==> src/rtl/rx_ctl_if.sv <==
`default_nettype none
// ============================================================================
//  Module   : rx_ctl_if
//  Purpose  : Serial line, oversampling tick and byte handshake for rx_ctl.
//  Revision : 1.0  initial release
// ============================================================================
interface rx_ctl_if #(
    parameter int DATA_BITS = 8
);
    logic                 bclk;
    logic                 rx;
    logic                 rd;
    logic [DATA_BITS-1:0] dout;
    logic                 dout_rdy;
    logic                 frame_err;
    logic                 overrun;
    logic                 rx_busy;

    modport master (
        output bclk, rx, rd,
        input  dout, dout_rdy, frame_err, overrun, rx_busy
    );

    modport slave (
        input  bclk, rx, rd,
        output dout, dout_rdy, frame_err, overrun, rx_busy
    );
endinterface
`default_nettype wire

==> src/rtl/rx_ctl.sv <==
`default_nettype none
// ============================================================================
//  Module   : rx_ctl
//  Purpose  : UART receiver, oversampled 3-vote mid-bit sampling, LSB first,
//             single-entry holding register with framing/overrun flags.
//  Revision : 1.0  initial release
// ============================================================================
module rx_ctl #(
    parameter int DATA_BITS  = 8,
    parameter int OVERSAMPLE = 16
) (
    input  wire logic clk,
    input  wire logic rst,
    rx_ctl_if.slave   bus
);
    localparam int TW = $clog2(OVERSAMPLE);
    localparam int BW = $clog2(DATA_BITS + 1);
    localparam logic [TW-1:0] c_tick_max = TW'(OVERSAMPLE - 1);
    localparam logic [TW-1:0] c_vote_lo  = TW'(OVERSAMPLE / 2 - 1);
    localparam logic [TW-1:0] c_vote_mid = TW'(OVERSAMPLE / 2);
    localparam logic [TW-1:0] c_vote_hi  = TW'(OVERSAMPLE / 2 + 1);
    localparam logic [BW-1:0] c_last_bit = BW'(DATA_BITS - 1);

    typedef enum logic [2:0] {
        S_IDLE  = 3'd0,
        S_START = 3'd1,
        S_DATA  = 3'd2,
        S_STOP  = 3'd3,
        S_BREAK = 3'd4
    } state_t;

    state_t               r_state, w_state_nxt;
    logic                 r_rx_meta, r_rx_s;
    logic [TW-1:0]        r_tick;
    logic [BW-1:0]        r_bit_cnt;
    logic [DATA_BITS-1:0] r_shift;
    logic [DATA_BITS-1:0] r_dout;
    logic                 r_vote_a, r_vote_b;
    logic                 r_dout_rdy, r_frame_err, r_overrun;

    logic w_start_det, w_decide, w_maj;
    logic w_shift_en, w_bit_clr, w_byte_done, w_fe_set;

    assign w_start_det = bus.bclk && (r_state == S_IDLE) && !r_rx_s;
    assign w_decide    = bus.bclk && (r_tick == c_vote_hi);
    assign w_maj       = (r_vote_a & r_vote_b) | (r_vote_a & r_rx_s) | (r_vote_b & r_rx_s);

    always_ff @(posedge clk or negedge rst) begin
        if (!rst) begin
            r_rx_meta <= 1'b1;
            r_rx_s    <= 1'b1;
        end else begin
            r_rx_meta <= bus.rx;
            r_rx_s    <= r_rx_meta;
        end
    end

    always_ff @(posedge clk or negedge rst) begin
        if (!rst) begin
            r_state <= S_IDLE;
        end else begin
            r_state <= w_state_nxt;
        end
    end

    always_comb begin
        w_state_nxt = r_state;
        w_shift_en  = 1'b0;
        w_bit_clr   = 1'b0;
        w_byte_done = 1'b0;
        w_fe_set    = 1'b0;
        case (r_state)
            S_IDLE: begin
                if (w_start_det) w_state_nxt = S_START;
            end
            S_START: begin
                if (w_decide) begin
                    if (w_maj) begin
                        w_state_nxt = S_IDLE;
                    end else begin
                        w_state_nxt = S_DATA;
                        w_bit_clr   = 1'b1;
                    end
                end
            end
            S_DATA: begin
                if (w_decide) begin
                    w_shift_en = 1'b1;
                    if (r_bit_cnt == c_last_bit) w_state_nxt = S_STOP;
                end
            end
            S_STOP: begin
                if (w_decide) begin
                    if (w_maj) begin
                        w_byte_done = 1'b1;
                        w_state_nxt = S_IDLE;
                    end else begin
                        w_fe_set    = 1'b1;
                        w_state_nxt = S_BREAK;
                    end
                end
            end
            S_BREAK: begin
                if (bus.bclk && r_rx_s) w_state_nxt = S_IDLE;
            end
            default: w_state_nxt = S_IDLE;
        endcase
    end

    // Tick phase restarts on the start edge so the votes land mid-bit.
    always_ff @(posedge clk or negedge rst) begin
        if (!rst) begin
            r_tick    <= '0;
            r_vote_a  <= 1'b1;
            r_vote_b  <= 1'b1;
            r_bit_cnt <= '0;
            r_shift   <= '0;
        end else if (bus.bclk) begin
            if (w_start_det)               r_tick <= '0;
            else if (r_tick == c_tick_max) r_tick <= '0;
            else                           r_tick <= r_tick + 1'b1;
            if (r_tick == c_vote_lo)  r_vote_a <= r_rx_s;
            if (r_tick == c_vote_mid) r_vote_b <= r_rx_s;
            if (w_bit_clr)       r_bit_cnt <= '0;
            else if (w_shift_en) r_bit_cnt <= r_bit_cnt + 1'b1;
            if (w_shift_en) r_shift <= {w_maj, r_shift[DATA_BITS-1:1]};
        end
    end

    always_ff @(posedge clk or negedge rst) begin
        if (!rst) begin
            r_dout      <= '0;
            r_dout_rdy  <= 1'b0;
            r_frame_err <= 1'b0;
            r_overrun   <= 1'b0;
        end else begin
            if (w_byte_done) begin
                r_dout     <= r_shift;
                r_dout_rdy <= 1'b1;
            end else if (bus.rd) begin
                r_dout_rdy <= 1'b0;
            end
            if (w_byte_done && r_dout_rdy && !bus.rd) r_overrun <= 1'b1;
            else if (bus.rd)                          r_overrun <= 1'b0;
            if (w_fe_set)    r_frame_err <= 1'b1;
            else if (bus.rd) r_frame_err <= 1'b0;
        end
    end

    assign bus.dout      = r_dout;
    assign bus.dout_rdy  = r_dout_rdy;
    assign bus.frame_err = r_frame_err;
    assign bus.overrun   = r_overrun;
    assign bus.rx_busy   = (r_state != S_IDLE);

endmodule
`default_nettype wire
==> src/flat_wrapper.sv <==
// flat-port wrapper written by rule: the top's interface ports become plain ports
module rx_ctl_flat 
#(
    parameter int DATA_BITS  = 8,
    parameter int OVERSAMPLE = 16
)
  (clk, rst, bus_bclk, bus_rx, bus_rd, bus_dout, bus_dout_rdy, bus_frame_err, bus_overrun, bus_rx_busy);
  rx_ctl_if #(.DATA_BITS(DATA_BITS)) bus_i ();
  input  wire logic clk;
  input  wire logic rst;
  input wire logic [$bits(bus_i.bclk)-1:0] bus_bclk;
  input wire logic [$bits(bus_i.rx)-1:0] bus_rx;
  input wire logic [$bits(bus_i.rd)-1:0] bus_rd;
  output wire logic [$bits(bus_i.dout)-1:0] bus_dout;
  output wire logic [$bits(bus_i.dout_rdy)-1:0] bus_dout_rdy;
  output wire logic [$bits(bus_i.frame_err)-1:0] bus_frame_err;
  output wire logic [$bits(bus_i.overrun)-1:0] bus_overrun;
  output wire logic [$bits(bus_i.rx_busy)-1:0] bus_rx_busy;
  assign bus_i.bclk = bus_bclk;
  assign bus_i.rx = bus_rx;
  assign bus_i.rd = bus_rd;
  assign bus_dout = bus_i.dout;
  assign bus_dout_rdy = bus_i.dout_rdy;
  assign bus_frame_err = bus_i.frame_err;
  assign bus_overrun = bus_i.overrun;
  assign bus_rx_busy = bus_i.rx_busy;
  rx_ctl #(.DATA_BITS(DATA_BITS), .OVERSAMPLE(OVERSAMPLE)) u_core (.clk(clk), .rst(rst), .bus(bus_i));
endmodule
==> config.mk <==
export PLATFORM = sky130hd
export DESIGN_NAME = rx_ctl_flat
export DESIGN_NICKNAME = d
export VERILOG_FILES = /design/src/rtl/rx_ctl_if.sv /design/src/rtl/rx_ctl.sv /design/src/flat_wrapper.sv
export SDC_FILE = /design/constraint.sdc
export NUM_CORES = 1
export LEC_CHECK = 0
export CORE_UTILIZATION = 45
export CTS_CLUSTER_DIAMETER = 200
export CTS_CLUSTER_SIZE = 8
export DETAILED_ROUTE_END_ITERATION = 8
export PLACE_DENSITY = 0.7
export SLEW_MARGIN = 20
export SYNTH_ARGS = -nofsm -noshare
export SYNTH_HDL_FRONTEND = slang
export SYNTH_SLANG_ARGS = --single-unit
export TNS_END_PERCENT = 50
==> constraint.sdc <==
create_clock -name clk -period 3.2 [get_ports clk]
set_input_delay 0.64 -clock clk [delete_from_list [all_inputs] [get_ports clk]]
set_output_delay 0.64 -clock clk [all_outputs]
set_load 0.02 [all_outputs]
==> Word-level counts from Yosys, hierarchy flattened <==
Index checks and enable logic that the tools add are counted.
{ "totals": {"regBits": 34, "latch_bits": 0, "mem_bits_rw": 0, "rom_bits": 0, "in_bits": 5, "out_inout_bits": 12, "word_cells": 79, "mem_count": 0} }
{ "op_classes": {"addsub": 2, "mul": 0, "div_mod_pow": 0, "magnitude_cmp": 0, "eq_ne": 15, "shifts": 0, "muxes": 26, "bitwise": 5, "reduce_logical": 19} }
{ "op_table": {"columns": ["cell", "count"], "rows": [
  ["3-bit two-way mux", 7],
  ["4-bit two-way mux", 4],
  ["3-bit one-hot mux with 5 select lines", 1],
  ["1-bit two-way mux", 13],
  ["4-bit == test (second input constant)", 3],
  ["2-bit by 1-bit != test with 1-bit output (second input constant)", 6],
  ["4-bit by 1-bit adder with 4-bit output (second input constant)", 2],
  ["4-bit by 3-bit == test with 1-bit output (second input constant)", 2],
  ["2-bit AND reduction", 4],
  ["2-bit nonzero test", 4],
  ["3-bit by 2-bit == test with 1-bit output (second input constant)", 2],
  ["1-bit logical AND", 6],
  ["6-bit AND reduction", 1],
  ["1-bit AND", 3],
  ["3-bit by 1-bit == test with 1-bit output (second input constant)", 1],
  ["3-bit == test (second input constant)", 1],
  ["3-bit logical NOT", 1],
  ["3-bit nonzero test", 1],
  ["1-bit logical NOT", 2],
  ["2-bit two-way mux", 1],
  ["1-bit bitwise OR", 2]
]} }

==> Logic depth before layout (Yosys ltp) <==
Gate-level depths: netlist of run 1.
{ "logic_depth": {"word_depth": 9, "mapped_depth": 6, "ltp_nobuf": 5} }

==> Worst setup path after synthesis of run 1 <==
Ideal clock, no wire load.
{ "synth_path": {"kind": "register to output", "start": "register u_core.r_state[0]", "end": "output port bus_rx_busy", "arrival_time_ps": 1028, "required_ps": 2560, "slack_ps": 1532, "stages_incl_launch_ff": 3, "path_buffers": 1, "cell_sequence": "dfrtp_1 > buf_2 > or3_1"} }
{ "synth_between": {"elab_chain_len": 1} }
{ "synth_rtl": {"columns": ["item", "line_no", "text"], "rows": [
  ["start, declared", "rx_ctl.sv:32", "state_t r_state, w_state_nxt;"],
  ["start signal, assigned", "rx_ctl.sv:62", "r_state <= w_state_nxt;"],
  ["3-bit nonzero test", "rx_ctl.sv:154", "assign bus.rx_busy = (r_state != S_IDLE);"],
  ["end, declared", "flat_wrapper.sv:18", "output wire logic [$bits(bus_i.rx_busy)-1:0] bus_rx_busy;"]
]} }
No other way between the ends.

==> Worst setup path in the final report of run 1 <==
Same ends and word-level chain as after synthesis.

==> results of run 1 <==
-- how the worst max path moves through the flow --
stage          slack [ns]                              to  depth (start not counted)                           from
2_1_floorplan        1.53                     bus_rx_busy                          2  u_core.r_state[0]$_DFFE_PN0P_
3_3_place_gp         0.76  u_core.bus.dout[4]$_DFFE_PN0P_                          4                       bus_bclk
3_5_place_dp         0.72  u_core.bus.dout[4]$_DFFE_PN0P_                          4                       bus_bclk
4_1_cts              0.70                     bus_rx_busy                          2  u_core.r_state[0]$_DFFE_PN0P_
5_1_grt              0.64                     bus_rx_busy                          2  u_core.r_state[0]$_DFFE_PN0P_
6_report             0.72                     bus_rx_busy                          2  u_core.r_state[0]$_DFFE_PN0P_
-- cell type report --
cell class              instances  share of cell area (%)
flip-flops and latches         34                    46.3
clock buffers                   6                    2.78
well taps                      46                    3.11
multi-input cells              82                    35.9
repair buffers                 17                    9.07
inverters                       6                    1.22
clock inverters                 1                    1.62
-- cells by family (layout without fill, tap and decap cells) --
kind of cell    count (synthesis)  after routing
simple gates                   38             38
compound gates                 21             21
fa+ha+maj                       5              5
buf+inv                        11             30
flops                          34             34
mux                            18             18
-- power by group through the flow --
stage	clock network [mW]	registers, mW	logic, mW
after global routing	0.348	0.584	0.305
final	0.320	0.570	0.271
after floorplan	0	0.536	0.233
after CTS	0.327	0.570	0.273
after detailed placement	0	0.578	0.271
after global placement	0	0.573	0.262
-- sequential cells by signal, indices dropped and copies added, names as in the netlist --
name	flops
u_core.r_rx_s	1
u_core.r_bit_cnt	4
u_core.r_state	3
u_core.r_tick	4
u_core.r_vote_b	1
u_core.r_rx_meta	1
u_core.bus.dout	8
u_core.r_shift	8
u_core.r_vote_a	1
u_core.bus.dout_rdy	1
u_core.bus.overrun	1
u_core.bus.frame_err	1
-- layer usage --
| metal | up-vias | share of wire [%] | GRT usage (%) |
|---|---|---|---|
| li1 | 504 | - | - |
| met1 | 527 | 46 | 22.8 |
| met2 | 20 | 48 | 26.7 |
| met3 | 6 | 4.0 | 5.76 |
| met4 | 0 | 1.5 | 6.82 |
| met5 | - | 0 | 0 |
-- per-stage QoR --
stage | setup WS [ns] | utilization (%) | hold slack, ns | power, mW
finish | 0.724 | 55.4 | 0.362 | 1.16
CTS | 0.703 | 55.4 | 0.364 | 1.17
floorplan | 1.53 | - | 0.344 | 0.770
global placement | 0.765 | 52.9 | 0.346 | 0.835
global route | 0.637 | 55.4 | 0.370 | 1.24
detailed placement | 0.722 | 52.9 | 0.350 | 0.849
-- critical path: stages, from the launching register on --
cell	delay, ns
dfrtp_1	0.54
or3_1	0.43
clkdlybuf4s50_1	0.54
-- cell usage in the layout, fill, tap and decap left out, types with 2 or more instances in the layout --
cell and instances:
nor2b_1 3, or4_1 2, nand2_1 7, clkbuf_4 5, inv_1 6, mux2_1 9
o21ai_1 2, nand2b_1 2, mux2_2 9, a21oi_1 3, o211ai_1 2, o21ai_0 5
or3_1 2, dfstp_2 4, or3b_1 2, dfrtp_1 30, o22ai_1 2, a32o_1 2
ha_1 4, clkdlybuf4s50_1 16, nand3_1 6, nand4b_1 2
==> summary.txt, run 1 <==
Crit path time final = 2.48 ns
First DRT Iteration DRCs = 34
Area of the multi-input gates = 663 µm²
Ports = 17
Final Max Tran Viols = 0
Cell Rows = 21
Worst rel slew slack = 51.7%
Yosys reg bits = 34
Worst Tran Pin Value = 0.723 ns
Die Ht = 61.0 µm
# placed instances = 185
P&R area growth vs syn = 18.1%
Top_reg_cell synth = dfrtp_1
Design internal power = 0.800 mW
Clock Latency Late Sink = 0.33 ns
Largest family of logic cells by synthesized area = simple AND/OR/NAND/NOR gates
Status = completed
Reg power frac = 49.1%
Final design area excluding fillers = 1850 µm²
Clk root buf = clkbuf_4
Gate power share = 23.3%
R2r setup slk = 1.41 ns
Worst path required time = 2.56 ns
Fmax = 404 MHz
Per-cell routed wire length = 14.0 µm
Setup-failing EPs final = 0
Sink Count = 34
Htree depth = 2
Drt drc = 0
Hold wc startpoint = u_core.r_rx_meta$_DFF_PN1_
Max-cap violation count = 0
Share of the yosys chip area belonging to registers = 54.7%
Final period utilization = 77.4%
Placed instance area = 1770 µm²
FF-to-FF Start = u_core.r_tick[1]$_DFFE_PN0P_
WHS Path Cells = 0
Cts bufs inserted = 5
Post-Layout Cell Count = 192
Yosys warning total = 0
Worst setup SP type = flop
Dominant cells by area after synthesis = dfrtp_1 48%, dfstp_2 6.7%, mux2_1 6.5%
CP endpoint kind = primary output
Reg2reg end = u_core.bus.dout[4]$_DFFE_PN0P_
Synth cell types = 40
Postcts setup bufs = 0
Async set-reset flop share out of synthesis = 100%
Sw Ratio = 31.1%
Psw = 0.362 mW
Compound-cell area share of the yosys netlist = 8.95%
Overflow after GRT = 0
Number of synthesized flops with an enable pin = 0
Syn Area/Cell = 12.3 µm²
Hold buffers post-CTS = 0
Core area = 3340 µm²
Final Hold Viols = 0
Clock transition at the registers of the reported paths = 0.10 ns
Cells after Synth = 127
Number of diodes = 0
Vias per cell = 5.51
Vias = 1057
DPL Wire Length = 1.97 mm
FF/Latch Area = 856 µm²
First-pass GRT wire length = 4.58 mm
Area leader, netlist = dfrtp_1
XOR/XNOR Fraction of Synth Area = 0%
Vias in the first global route = 985
Peak VDD IR = 0.000260 V
Crit-path max FO = 13
Post-synthesis simple-gate area fraction = 16.5%
Number of antenna violations at the first check in global routing = 0
Detailed Routing Iterations Pass 1 = 4
CP Class = flop to primary output
Power Density = 628 nW/µm²
Syn Std Cell Area = 1570 µm²
Hold WC Path Type = flop to flop
Cts repair resizes = 0
Setup_tns = 0 ns
Nets = 155
Clock skew = 0.00621 ns
Hold Path End = u_core.r_rx_s$_DFF_PN1_
ANT nets after route = 0
Largest net degree at the start of global routing = 19
Adder-cell share of the synthesized area = 3.92%
Mux contribution to synthesized area = 12.9%
All-Layer GR Usage = 17.4%
Routability cong. = 0.868
Area share of the largest cell type after synthesis = 48.0%
Port Buffer Count = 16
Clock Power Share = 27.5%
Worst R2R Path Depth = 5
DIE WIDTH = 61.0 µm
DRT Wirelength = 2.69 mm
RSZ-0062 raised after global routing = false
Layout cells sized above 1 = 18.5%
CTS tree = yes
Die footprint = 3720 µm²
Worst EP arrival = 1.84 ns
Synth cell count leaders = 30 x dfrtp_1, 9 x mux2_1, 9 x mux2_2
Synth Net Count = 136
Most frequent cell after synthesis = dfrtp_1
Initial Util = 46.9%
LEAKAGE = 0.835 nW
Maximum clock path buffer count = 2
# fillers = 316
Power figures use the tool's default switching activity.
==> inputs of run 2 (changes only) <==
- PLACE_DENSITY: 0.7 -> 0.72
- clock period: 3.2 -> 2.05 ns (I/O delays scaled with it)
==> summary.txt, run 2 (synthesis gave the netlist of run 1 again) <==
Status = completed
Routability cong. = 0.800 (-7.9%)
Highest-count cells in the layout ignoring fill and taps = 30 x dfrtp_1, 15 x clkdlybuf4s50_1, 9 x mux2_1, 9 x mux2_2
DPL Wire Length = 2.06 mm (+4.9%)
Setup-failing EPs final = 0 (unchanged)
Postcts setup bufs = 0 (unchanged)
Clock Power Share = 22.3% (-5.2 points)
Hold WC Path Type = flop to flop
Power Density = 922 nW/µm² (+47%)
Final Util = 56.2% (+0.79 points)
P&R area growth vs syn = 19.7%
Peak VDD IR = 0.000485 V (+86%)
Detailed Routing Iterations Pass 1 = 4 (unchanged)
Worst Tran Pin Value = 0.418 ns (-0.305 ns)
Htree depth = 2 (unchanged)
Design internal power = 1.15 mW (+44%)
Fmax = 553 MHz
Worst path required time = 1.64 ns (-0.92 ns)
Crit-path max FO = 2 (-11)
# placed instances = 191 (+3.2%)
Final Max Tran Viols = 0 (unchanged)
Cts bufs inserted = 5 (unchanged)
Clock Latency Late Sink = 0.33 ns (about the same)
Clk root buf = clkbuf_4
RSZ-0062 raised after global routing = false
CTS tree = yes
ANT nets after route = 0 (unchanged)
Sw Ratio = 33.3% (+2.2 points)
Post-Layout Cell Count = 199 (+3.6%)
Number of antenna violations at the first check in global routing = 0 (unchanged)
All-Layer GR Usage = 18.4% (+1.0 points)
Vias per cell = 5.36 (-2.6%)
Post-route setup slack = 0.242 ns (-0.481 ns)
Vias = 1067 (+0.95%)
Vias in the first global route = 1019 (+3.5%)
Port Buffer Count = 16 (unchanged)
Max-cap violation count = 0 (unchanged)
Nets = 161 (+3.9%)
Drt drc = 0 (unchanged)
Die Ht = 61.0 µm (unchanged)
Final Hold Viols = 0 (unchanged)
Ports = 17 (unchanged)
CP Class = flop to primary output
Per-cell routed wire length = 14.3 µm (+2.1%)
DIE WIDTH = 61.0 µm (unchanged)
DRT Wirelength = 2.85 mm (+5.8%)
Psw = 0.576 mW (+59%)
Sink Count = 34 (unchanged)
Number of diodes = 0 (unchanged)
Crit path time final = 1.81 ns
First-pass GRT wire length = 4.78 mm (+4.4%)
Layout cells sized above 1 = 22.2% (+3.7 points)
First DRT Iteration DRCs = 28 (-18%)
Die footprint = 3720 µm² (unchanged)
Gate power share = 29.3% (+6.0 points)
Clock skew = 0.0121 ns (+0.00586 ns)
Leading cell type in the layout, fill and taps excluded = dfrtp_1
CP endpoint kind = primary output
Worst setup SP type = flop
LEAKAGE = 0.854 nW (+2.2%)
Cell Rows = 21 (unchanged)
Overflow after GRT = 0 (unchanged)
Worst rel slew slack = 72.2% (+20 points)
Clock transition at the registers of the reported paths = 0.11 ns (about the same)
# fillers = 297 (-6.0%)
Maximum clock path buffer count = 2 (unchanged)
Reg power frac = 48.4% (-0.7 points)
Setup_tns = 0 ns (unchanged)
Core area = 3340 µm² (unchanged)
Final period utilization = 88.2%
Worst EP arrival = 1.40 ns (-0.44 ns)
Setup WS pre-CTS = 0.00614 ns (-0.716 ns)
Largest net degree at the start of global routing = 35 (+16)
Initial Util = 46.9% (unchanged)
==> run 2: cell type report <==
type / count / area, µm² / share of cell area [%]
well taps: 46 / 57.6 / 3.07
inverters: 6 / 22.5 / 1.20
clock inverters: 2 / 12.5 / 0.668
clock buffers: 6 / 51.3 / 2.74
repair buffers: 23 / 211 / 11.3
flip-flops and latches: 34 / 856 / 45.7
multi-input cells: 82 / 663 / 35.4
==> run 2: power by group through the flow <==
stage	sequential (mW)	clock (mW)	combinational, mW
final	0.836	0.386	0.506
after global routing	0.849	0.436	0.565
after global placement	0.842	0	0.491
after floorplan	0.837	0	0.364
after detailed placement	0.848	0	0.514
after CTS	0.834	0.402	0.509
==> run 2: layer usage <==
metal  GRT usage [%]  vias up  part of all wire (%)
met5               0        -                     0
met4            6.82        0                  0.95
met3            6.40        2                   2.8
met2            30.5       14                    51
met1            22.2      532                    45
li1                -      519                     -
==> run 2: path summary, 6_finish.rpt <==
kind                                                from                             end  slack, ns  cells after the start
min reg2reg                   u_core.r_rx_meta$_DFF_PN1_         u_core.r_rx_s$_DFF_PN1_       0.37                      0
max                        u_core.r_state[0]$_DFFE_PN0P_                     bus_rx_busy       0.24                      2
min in group asynchronous                            rst   u_core.r_state[2]$_DFFE_PN0P_       0.47                      2
min                           u_core.r_rx_meta$_DFF_PN1_         u_core.r_rx_s$_DFF_PN1_       0.37                      0
max reg2reg                 u_core.r_tick[1]$_DFFE_PN0P_  u_core.bus.dout[3]$_DFFE_PN0P_       0.32                      5
max in group asynchronous                            rst      u_core.r_rx_meta$_DFF_PN1_       1.23                      2
==> run 2: timing repair <==
action,in CTS,in global routing
hold endpoints to repair,0,0
setup endpoints to repair,1,0
hold buffers,0,0
gates resized for setup,1,0
==> run 2: worst max-delay path, stage by stage (launching register included) <==
cell and delay (ns):
dfrtp_1 0.39, or3_1 0.36, dlygate4sd2_1 0.33
==> run 2: metrics by stage <==
stage                     power [mW]  hold slack [ns]  instance area [µm²]
after floorplan                 1.20            0.114                 1570
after global placement          1.33            0.346                 1810
after detailed placement        1.36            0.350                 1810
after CTS                       1.75            0.364                 1870
after global routing            1.85            0.374                 1870
final                           1.73            0.366                 1870
